**config.mk**
```make
export PLATFORM = sky130hd
export DESIGN_NAME = seg7_scan_arbiter
export DESIGN_NICKNAME = d
export VERILOG_FILES = /design/src/rtl/seg7_pkg.sv /design/src/rtl/seg7_decode.sv /design/src/rtl/seg7_scan_arbiter.sv
export SDC_FILE = /design/constraint.sdc
export NUM_CORES = 1
export LEC_CHECK = 0
export CAP_MARGIN = 0
export CORE_UTILIZATION = 45
export CTS_CLUSTER_DIAMETER = 60
export DETAILED_ROUTE_END_ITERATION = 10
export PLACE_DENSITY_LB_ADDON = 0.2
export SETUP_SLACK_MARGIN = 0.1
export SLEW_MARGIN = 25
export SYNTH_ARGS = -nofsm -noshare
export SYNTH_HDL_FRONTEND = slang
export SYNTH_HIERARCHICAL = 1
export SYNTH_SLANG_ARGS = --single-unit
```
**constraint.sdc**
```tcl
create_clock -name clk -period 3.11 [get_ports clk]
set_input_delay 0.622 -clock clk [delete_from_list [all_inputs] [get_ports clk]]
set_output_delay 0.622 -clock clk [all_outputs]
set_load 0.01 [all_outputs]
```
**src/rtl/seg7_pkg.sv**
```systemverilog
// Shared 7-segment constants, arbiter state encoding and the leading-zero blanking helper.
// The helper is only called when SEG7_LEADING_BLANK_EN is defined.
package seg7_pkg;

    localparam logic [3:0] SEG7_CODE_MINUS = 4'd10;
    localparam logic [3:0] SEG7_CODE_BLANK = 4'd15;

    // Segment order {dp,g,f,e,d,c,b,a}, active-high
    localparam logic [7:0] SEG7_PAT_0     = 8'h3F;
    localparam logic [7:0] SEG7_PAT_1     = 8'h06;
    localparam logic [7:0] SEG7_PAT_2     = 8'h5B;
    localparam logic [7:0] SEG7_PAT_3     = 8'h4F;
    localparam logic [7:0] SEG7_PAT_4     = 8'h66;
    localparam logic [7:0] SEG7_PAT_5     = 8'h6D;
    localparam logic [7:0] SEG7_PAT_6     = 8'h7D;
    localparam logic [7:0] SEG7_PAT_7     = 8'h07;
    localparam logic [7:0] SEG7_PAT_8     = 8'h7F;
    localparam logic [7:0] SEG7_PAT_9     = 8'h6F;
    localparam logic [7:0] SEG7_PAT_MINUS = 8'h40;
    localparam logic [7:0] SEG7_PAT_OFF   = 8'h00;

    // State value doubles as the one-hot grant vector
    typedef enum logic [1:0] {
        ARB_IDLE = 2'b00,
        ARB_OWN0 = 2'b01,
        ARB_OWN1 = 2'b10
    } arb_state_t;

    // Walk from digit 3 down: zeros are blanked while only zeros/blank codes sit above.
    function automatic logic [15:0] seg7_blank_leading(input logic [15:0] d);
        logic [15:0] r;
        logic        sup;
        logic [3:0]  c;
        r   = d;
        sup = 1'b1;
        for (int i = 3; i >= 1; i--) begin
            c = d[4*i +: 4];
            if (sup && c == 4'd0) begin
                r[4*i +: 4] = SEG7_CODE_BLANK;
            end else if (c >= 4'd1 && c <= SEG7_CODE_MINUS) begin
                sup = 1'b0;
            end
        end
        return r;
    endfunction

endpackage

```
**src/rtl/seg7_decode.sv**
```systemverilog
// Combinational 4-bit display code to segment pattern: 0..9 digits, 10 minus, 11..15 blank.
module seg7_decode
    import seg7_pkg::*;
(
    input  logic [3:0] code,
    output logic [7:0] pat
);

    always_comb begin
        pat = SEG7_PAT_OFF;
        case (code)
            4'd0:  pat = SEG7_PAT_0;
            4'd1:  pat = SEG7_PAT_1;
            4'd2:  pat = SEG7_PAT_2;
            4'd3:  pat = SEG7_PAT_3;
            4'd4:  pat = SEG7_PAT_4;
            4'd5:  pat = SEG7_PAT_5;
            4'd6:  pat = SEG7_PAT_6;
            4'd7:  pat = SEG7_PAT_7;
            4'd8:  pat = SEG7_PAT_8;
            4'd9:  pat = SEG7_PAT_9;
            SEG7_CODE_MINUS: pat = SEG7_PAT_MINUS;
            default: pat = SEG7_PAT_OFF;
        endcase
    end

endmodule

```
**src/rtl/seg7_scan_arbiter.sv**
```systemverilog
// Two-requester arbiter for the 4-digit multiplexed display; ownership only changes at frame ends.
// Optional SEG7_LEADING_BLANK_EN blanks leading zeros when the shadow register is loaded.
module seg7_scan_arbiter
    import seg7_pkg::*;
#(
    parameter int SCAN_DIV    = 100000,
    parameter int DIV_W       = 17,
    parameter int HOLD_FRAMES = 250
) (
    input  logic        clk,
    input  logic        rst_n,
    input  logic [1:0]  req,
    input  logic [15:0] digits0,
    input  logic [15:0] digits1,
    output logic [1:0]  grant,
    output logic [7:0]  seg7,
    output logic [3:0]  seg7_sel
);

    localparam logic [DIV_W-1:0] DIV_LAST = DIV_W'(SCAN_DIV - 1);
    localparam logic [7:0]       HOLD_LIM = 8'(HOLD_FRAMES);

    logic [DIV_W-1:0] div_cnt;
    logic             tick;
    logic [1:0]       scan_idx;
    logic             boundary;

    arb_state_t  state, state_nxt;
    logic        last_owner, last_owner_nxt;
    logic [7:0]  frames_held, frames_held_nxt;
    logic [15:0] shadow, shadow_nxt;

    logic        owner_idx;
    logic        owner_req;
    logic        other_req;
    logic        winner;
    logic [15:0] load_digits;
    logic [3:0]  cur_code;
    logic [7:0]  cur_pat;

    assign tick     = (div_cnt == DIV_LAST);
    assign boundary = tick && (scan_idx == 2'd3);
    assign grant    = state;

    always_ff @(posedge clk or negedge rst_n) begin
        if (!rst_n) begin
            div_cnt <= '0;
        end else if (tick) begin
            div_cnt <= '0;
        end else begin
            div_cnt <= div_cnt + DIV_W'(1);
        end
    end

    assign cur_code = shadow[{scan_idx, 2'b00} +: 4];

    seg7_decode u_decode (
        .code (cur_code),
        .pat  (cur_pat)
    );

    // Digit 3 of the outgoing frame is shown from the old shadow on the boundary edge
    always_ff @(posedge clk or negedge rst_n) begin
        if (!rst_n) begin
            scan_idx <= 2'd0;
            seg7     <= SEG7_PAT_OFF;
            seg7_sel <= 4'b0000;
        end else if (tick) begin
            scan_idx <= scan_idx + 2'd1;
            seg7     <= cur_pat;
            seg7_sel <= 4'b0001 << scan_idx;
        end
    end

    always_ff @(posedge clk or negedge rst_n) begin
        if (!rst_n) begin
            state       <= ARB_IDLE;
            last_owner  <= 1'b1;
            frames_held <= 8'd0;
            shadow      <= {4{SEG7_CODE_BLANK}};
        end else begin
            state       <= state_nxt;
            last_owner  <= last_owner_nxt;
            frames_held <= frames_held_nxt;
            shadow      <= shadow_nxt;
        end
    end

    always_comb begin
        state_nxt       = state;
        last_owner_nxt  = last_owner;
        frames_held_nxt = frames_held;
        shadow_nxt      = shadow;
        owner_idx       = (state == ARB_OWN1);
        owner_req       = (state != ARB_IDLE) && req[owner_idx];
        other_req       = (state != ARB_IDLE) && req[~owner_idx];
        winner          = req[~last_owner] ? ~last_owner : last_owner;
        load_digits     = digits0;

        if (boundary) begin
            if (owner_req && (!other_req || frames_held < HOLD_LIM)) begin
                load_digits     = owner_idx ? digits1 : digits0;
                frames_held_nxt = (frames_held == 8'hFF) ? 8'hFF : frames_held + 8'd1;
                shadow_nxt      = load_digits;
            end else if (|req) begin
                load_digits     = winner ? digits1 : digits0;
                state_nxt       = winner ? ARB_OWN1 : ARB_OWN0;
                last_owner_nxt  = winner;
                frames_held_nxt = 8'd0;
                shadow_nxt      = load_digits;
            end else begin
                state_nxt  = ARB_IDLE;
                shadow_nxt = {4{SEG7_CODE_BLANK}};
            end
`ifdef SEG7_LEADING_BLANK_EN
            if (state_nxt != ARB_IDLE) begin
                shadow_nxt = seg7_blank_leading(load_digits);
            end
`endif
        end
    end

endmodule

```
==> results of run 1 <==
[synthesized netlist by cell type, types with 2 or more instances]
library cell and n:
mux4_2 4, dfstp_2 17, nor3_1 5, dfrtp_1 41
o21ai_1 32, a21oi_1 5, nor4_1 2, o22ai_1 8
a2111oi_0 16, ha_1 12, xor2_1 2, nand2b_1 2
nor2b_1 4, buf_2 3, o211ai_1 16, nor3b_1 16
nand2_1 48, xnor2_1 13, nor2_1 17, nand3_1 11
o21a_1 2, mux2_2 17, clkbuf_1 19, nand4_1 6
buf_6 4, or2_2 2, and2_1 3, inv_1 10
or4_4 2, o31ai_1 2, o21ai_0 16, a41oi_1 4
[registers in the layout, indices dropped and copies added, names as in the netlist]
signal,flops
seg7,8
frames_held,8
last_owner,1
scan_idx,2
div_cnt,17
grant,2
seg7_sel,4
shadow,16
[power by group through the flow]
stage / sequential (mW) / clock [mW] / combinational (mW)
5_1_grt: 0.758 / 0.733 / 0.165
3_5_place_dp: 0.772 / 0 / 0.150
2_1_floorplan: 0.772 / 0 / 0.0649
3_3_place_gp: 0.772 / 0 / 0.149
6_report: 0.759 / 0.678 / 0.152
4_1_cts: 0.759 / 0.699 / 0.152
[area by class of cell]
cell class	instances	area share [%]
Sequential cell	58	33.5
Multi-Input combinational cell	290	45.5
Tap cell	102	2.90
Inverter	11	0.939
Timing Repair Buffer	58	12.9
Clock buffer	13	3.39
Clock inverter	3	0.910
[per-layer routing]
metal	GRT usage [%]	vias to the layer above	part of all wire, %
met5	0	-	0
li1	-	1511	-
met2	35.0	102	46
met1	30.4	1486	48
met3	2.49	11	4.6
met4	10.5	0	1.2
[metrics by stage]
| step | total power [mW] | util (%) | cell area, um^2 |
|---|---|---|---|
| after floorplan | 0.837 | - | 3650 |
| after detailed placement | 0.922 | 53.9 | 4210 |
| final | 1.59 | 56.3 | 4400 |
| after global routing | 1.66 | 56.3 | 4400 |
| after global placement | 0.920 | 53.8 | 4200 |
| after CTS | 1.61 | 56.3 | 4400 |
[how the worst max path moves through the flow]
stage / start / endpoint / slack, ns / cells past startpoint
CTS: div_cnt[11] / grant[0] / 0.68 / 4
global placement: req[0] / grant[1] / 0.19 / 5
global route: div_cnt[11] / frames_held[6] / 0.55 / 5
detailed placement: req[1] / shadow[6] / 0.54 / 5
floorplan: div_cnt[11] / grant[0] / 0.90 / 4
finish: div_cnt[11] / frames_held[6] / 0.68 / 5
[logic make-up (layout without fill, tap and decap cells)]
kind of cell	after synthesis	count (layout)	share of synthesized area (%)
simple gates	127	127	18.5
buf+inv	39	85	5.04
fa+ha+maj	12	12	4.11
flops	58	58	40.3
xor+xnor	15	15	3.60
other cells	1	1	0.103
mux	23	23	8.29
compound gates	112	112	20.0
==> run_results.csv, run 1 <==
group,metric,value,unit
synth,synth_async_sr_flop_share,100,%
worst_setup_path,critPathArrivalTime,2.63,ns
layout,fin_cells,535,
grt,antenna_found_initial,0,
clocking,cts_tree,"done",
worst_setup_path,path_cells,"or4_4 -> or4_4 -> buf_4 -> o21ai_0 -> a221oi_1",
synth,synth_edf_count,0,
worst_setup_path,timing.rr.start,"div_cnt[11]",
clocking,clk_latency,0.33,ns
synth,yosys.area.top_type_share,28.1,%
synth,synth_cell_types,58,
floorplan,initial_utilization,46.8,%
hold_path,hold_path.class,"in -> async",
route,vias,3110,
synth,syn-num-nets,435,
worst_setup_path,worstPathMaxFanout,27,
grt,overflow,0,
floorplan,ioPinCount,50,
grt,grtUsageTotal,22.2,%
floorplan,num_rows,32,
worst_setup_path,worstSetupEndpointType,"register",
layout,final_nets,476,
clocking,postCtsResizedCells,0,
clocking,h-tree-depth,3,
power,irDropWorstVdd,0.178,mV
worst_setup_path,r2r_end,"frames_held[6]",
place,place.gp.congestion,0.838,
clocking,clk_pin_slew,0.07,ns
synth,ys_top_cells_by_area,"dfrtp_1 (28%), dfstp_2 (12%), mux2_2 (5.2%), nand2_1 (4.9%), o21ai_1 (4.4%)",
grt,grt_pass1_wl,14900,um
timing,period_minus_slack,2.43,ns
layout,multi_input_area,2000,um^2
power,swShare,22.9,%
clocking,cts_buffers,9,
power,combPwrFrac,9.6,%
layout,seq_area,1470,um^2
clocking,clockRootBuffer,"clkbuf_8",
clocking,cts_num_sinks,58,
place,hpwl,5840,um
grt,grt_pass1_vias,3092,
floorplan,fp.dieW,92.1,um
power,switching_power,363,uW
power,cellLeakagePower,1.65,nW
power,seqPwrFrac,47.7,%
worst_setup_path,cp_slowest_stage_delay,0.69,ns
timing,worst_slew_pin_slew,0.828,ns
route,first_iter_violations,169,
timing,setup_ws,0.684,ns
outcome,outcome,"finished, final reports clean",
power,internal-power,1.23,mW
place,io_buffers,49,
timing,fin_skew,0.0108,ns
timing,setup_viol,0,
clocking,cts_hold_buf,0,
worst_setup_path,worst-path-buf-inv,1,
route,wire_per_inst,16.1,um
route,dr.pass1.iters,4,
clocking,clockBufferDepth,2,
clocking,cts_setup_buffers,0,
worst_setup_path,critical_path_class,"reg -> reg",
floorplan,core_area,7810,um^2
timing,finalCritPeriodShare,78.0,%
timing,whs,0.276,ns
worst_setup_path,worst_ep_required_time,3.31,ns
layout,most-common-layout-cells,"nand2_1 (48), clkdlybuf4s50_1 (48), dfrtp_1 (41), o21ai_1 (32)",
synth,synth_largest_area_cell,"dfrtp_1",
layout,area_delta_synth_final,20.4,%
timing,fin_tns_setup,0,ns
route,drtAntennaViolNets,0,
synth,yosysWarnings,6,
synth,syn_avg_cell_area,9.44,um^2
route,vias_per_cell,5.81,
synth,ys.flop_type,"dfrtp_1",
timing,max_freq,412,MHz
worst_setup_path,r2r_slack,0.68,ns
grt,grt_max_degree,40,
route,routed_wirelength,8600,um
power,power_frac_clock,42.7,%
floorplan,die_h,92.1,um
synth,ys_seq_area_share,40.3,%
timing,slew_violations,0,
worst_setup_path,r2r.worst_path.cells,5,
layout,diodes,0,
layout,fillCellCount,723,
worst_setup_path,cpMostUsedCell,"or4_4",
timing,hold_viol,0,
synth,synthesis.area,3650,um^2
place,dpl.cell_count,519,
route,drc_errors,0,
synth,syn-instance-count,387,
timing,relSlewSlack,44.8,%
layout,drive_gt1_share,16.2,%
floorplan,die_area,8480,um^2
synth,ys_seq_elements,58,
worst_setup_path,path_delay_family,"simple AND/OR/NAND/NOR gates",
timing,rsz0062_at_grt,"false",
worst_setup_path,slowest_stage,"or4_4",
worst_setup_path,startpoint_type,"register",
power,power.density,361,nW/um^2
flow_run,max-cap-violations,0,
place,dp_slack,0.543,ns
Note: power is estimated with default switching activity, not from simulation.
==> inputs of run 2 (changes only) <==
==> constraint.sdc (replaced) <==
create_clock -name clk -period 2.5 [get_ports clk]
set_input_delay 0.5 -clock clk [delete_from_list [all_inputs] [get_ports clk]]
set_output_delay 0.5 -clock clk [all_outputs]
set_load 0.01 [all_outputs]
==> run 2 against run 1 <==
  * Clock skew shrank 0.0018 ns
  * Routed wire length shrank 2.9%
  * First-iteration DRC count shrank 16%
  * Sequential share of layout area shrank 0.65 points
  * Worst hold slack lost 0.13 ns
  * Final cell count grew 1.5%
  * Core utilization grew 1.1 points
  * Flip-flop and latch count is the same
  * Fmax grew 5.5%
  * Via count grew 0.39%
  * Setup slack lost 0.48 ns
  * Largest cell class unchanged
  * Largest power group unchanged
==> run_results.csv, run 2 (synthesis results as in run 1) <==
group,metric,value,unit
floorplan,fp.dieW,92.1,um
flow_run,max-cap-violations,0,
floorplan,core_area,7810,um^2
place,io_buffers,49,
power,cellLeakagePower,1.70,nW
clocking,cts_tree,"done",
worst_setup_path,worst_ep_required_time,2.72,ns
worst_setup_path,cpMostUsedCell,"or4_4",
timing,slew_violations,0,
route,wire_per_inst,15.4,um
route,first_iter_violations,142,
timing,hold_viol,0,
timing,fin_skew,0.00902,ns
worst_setup_path,path_cells,"or4_4 -> or4_4 -> nor3_4 -> mux2_2",
layout,largest_reg_flops,17,
layout,diodes,0,
worst_setup_path,worst-path-buf-inv,0,
timing,finalCritPeriodShare,92.0,%
clocking,clk_latency,0.33,ns
timing,setup_viol,0,
floorplan,die_area,8480,um^2
floorplan,ioPinCount,50,
floorplan,initial_utilization,46.8,%
grt,grt_max_degree,59,
layout,final_nets,484,
worst_setup_path,path_delay_family,"simple AND/OR/NAND/NOR gates",
layout,fillCellCount,727,
clocking,cts_setup_buffers,0,
hold_path,hold_path.class,"in -> async",
worst_setup_path,cp_slowest_stage_delay,0.60,ns
clocking,h-tree-depth,3,
grt,antenna_found_initial,0,
layout,drive_gt1_share,17.9,%
worst_setup_path,critPathArrivalTime,2.52,ns
layout,most-common-layout-cells,"nand2_1 (48), clkdlybuf4s50_1 (48), dfrtp_1 (41), o21ai_1 (32)",
clocking,clockBufferDepth,2,
clocking,clk_pin_slew,0.06,ns
clocking,cts_buffers,9,
grt,overflow,0,
worst_setup_path,startpoint_type,"register",
timing,max_freq,435,MHz
worst_setup_path,critical_path_class,"reg -> reg",
outcome,outcome,"finished, final reports clean",
timing,rsz0062_at_grt,"false",
grt,grt_pass1_wl,14700,um
route,routed_wirelength,8350,um
floorplan,die_h,92.1,um
grt,grtUsageTotal,21.5,%
place,place.gp.congestion,0.813,
place,hpwl,5730,um
route,drc_errors,0,
place,placed_cell_area,4260,um^2
timing,worst_slew_pin_slew,0.791,ns
worst_setup_path,r2r_slack,0.20,ns
power,power.density,459,nW/um^2
timing,fin_tns_setup,0,ns
worst_setup_path,worstSetupEndpointType,"register",
timing,period_minus_slack,2.30,ns
power,irDropWorstVdd,0.208,mV
layout,regMostFlops,"div_cnt",
route,vias,3122,
layout,design_area,4490,um^2
clocking,cts_num_sinks,58,
worst_setup_path,worstPathMaxFanout,4,
floorplan,num_rows,32,
layout,area_delta_synth_final,22.8,%
layout,utilization,57.5,%
worst_setup_path,slowest_stage,"or4_4",
route,vias_per_cell,5.75,
layout,reg_top3,"div_cnt: 17 flops, shadow: 16 flops",
grt,grt_pass1_vias,3077,
timing,relSlewSlack,47.2,%
route,dr.pass1.iters,4,
clocking,clockRootBuffer,"clkbuf_8",
route,drtAntennaViolNets,0,
run 2: cell types whose count changed in the layout (fill, tap and decap cells not counted), sizes merged:
cell	previous run	this run
clkinv	3	1
buf	10	18
clkbuf	13	15
run 2: worst paths after layout:
kind,startpoint,cells after the start,to
worst min-delay path,rst_n,2,seg7[4]
worst max register to register,div_cnt[11],4,grant[0]
worst max-delay path,div_cnt[11],4,grant[0]
max in group asynchronous,rst_n,2,shadow[4]
worst min register to register,seg7[3],2,seg7[3]
min in group clk,seg7[3],2,seg7[3]
run 2: area by class of cell:
cell class	count	area [um^2]	share of cell area [%]
inverter	11	41.3	0.921
clock inverter	1	30.0	0.669
tap	102	128	2.85
timing repair buffer	66	629	14.0
clock buffer	15	186	4.16
multi-input combinational	290	2000	44.5
sequential	58	1470	32.8
run 2: routing by layer:
metal / wire length (um) / vias up / GRT usage (%) / share of wire (%)
met1: 3960 / 1469 / 29.4 / 47
met2: 3850 / 108 / 34.5 / 46
met3: 445 / 11 / 3.23 / 5.3
met5: 0 / - / 0 / 0
li1: - / 1534 / - / -
met4: 103 / 0 / 7.81 / 1.2
run 2: stage by stage:
step                setup slack [ns]  std cells  hold slack (ns)  total power [mW]
detailed placement            0.0762        527            0.456              1.15
floorplan                      0.292        387            0.204              1.04
CTS                            0.197        543            0.170              2.09
global route                   0.131        543            0.186              2.14
finish                         0.199        543            0.143              2.06
global placement               0.225        527            0.450              1.15
run 2: report_power, final:
part	leakage [nW]	internal (mW)	total (mW)	switching, mW
Clock	0.110	0.571	0.924	0.354
Sequential	0.723	0.942	0.944	0.00193
Combinational	0.869	0.101	0.192	0.0909
Total	1.70	1.61	2.06	0.446
run 2: timing repair:
item / 4_1_cts / 5_1_grt
hold buffers: 0 / 0
gates resized for setup: 0 / 1
setup endpoints to repair: 0 / 2
run 2: worst reg2reg max path: stages (launching register included):
cell and delay (ns):
dfrtp_1 0.42, or4_4 0.59, or4_4 0.60, nor3_4 0.24
mux2_2 0.35
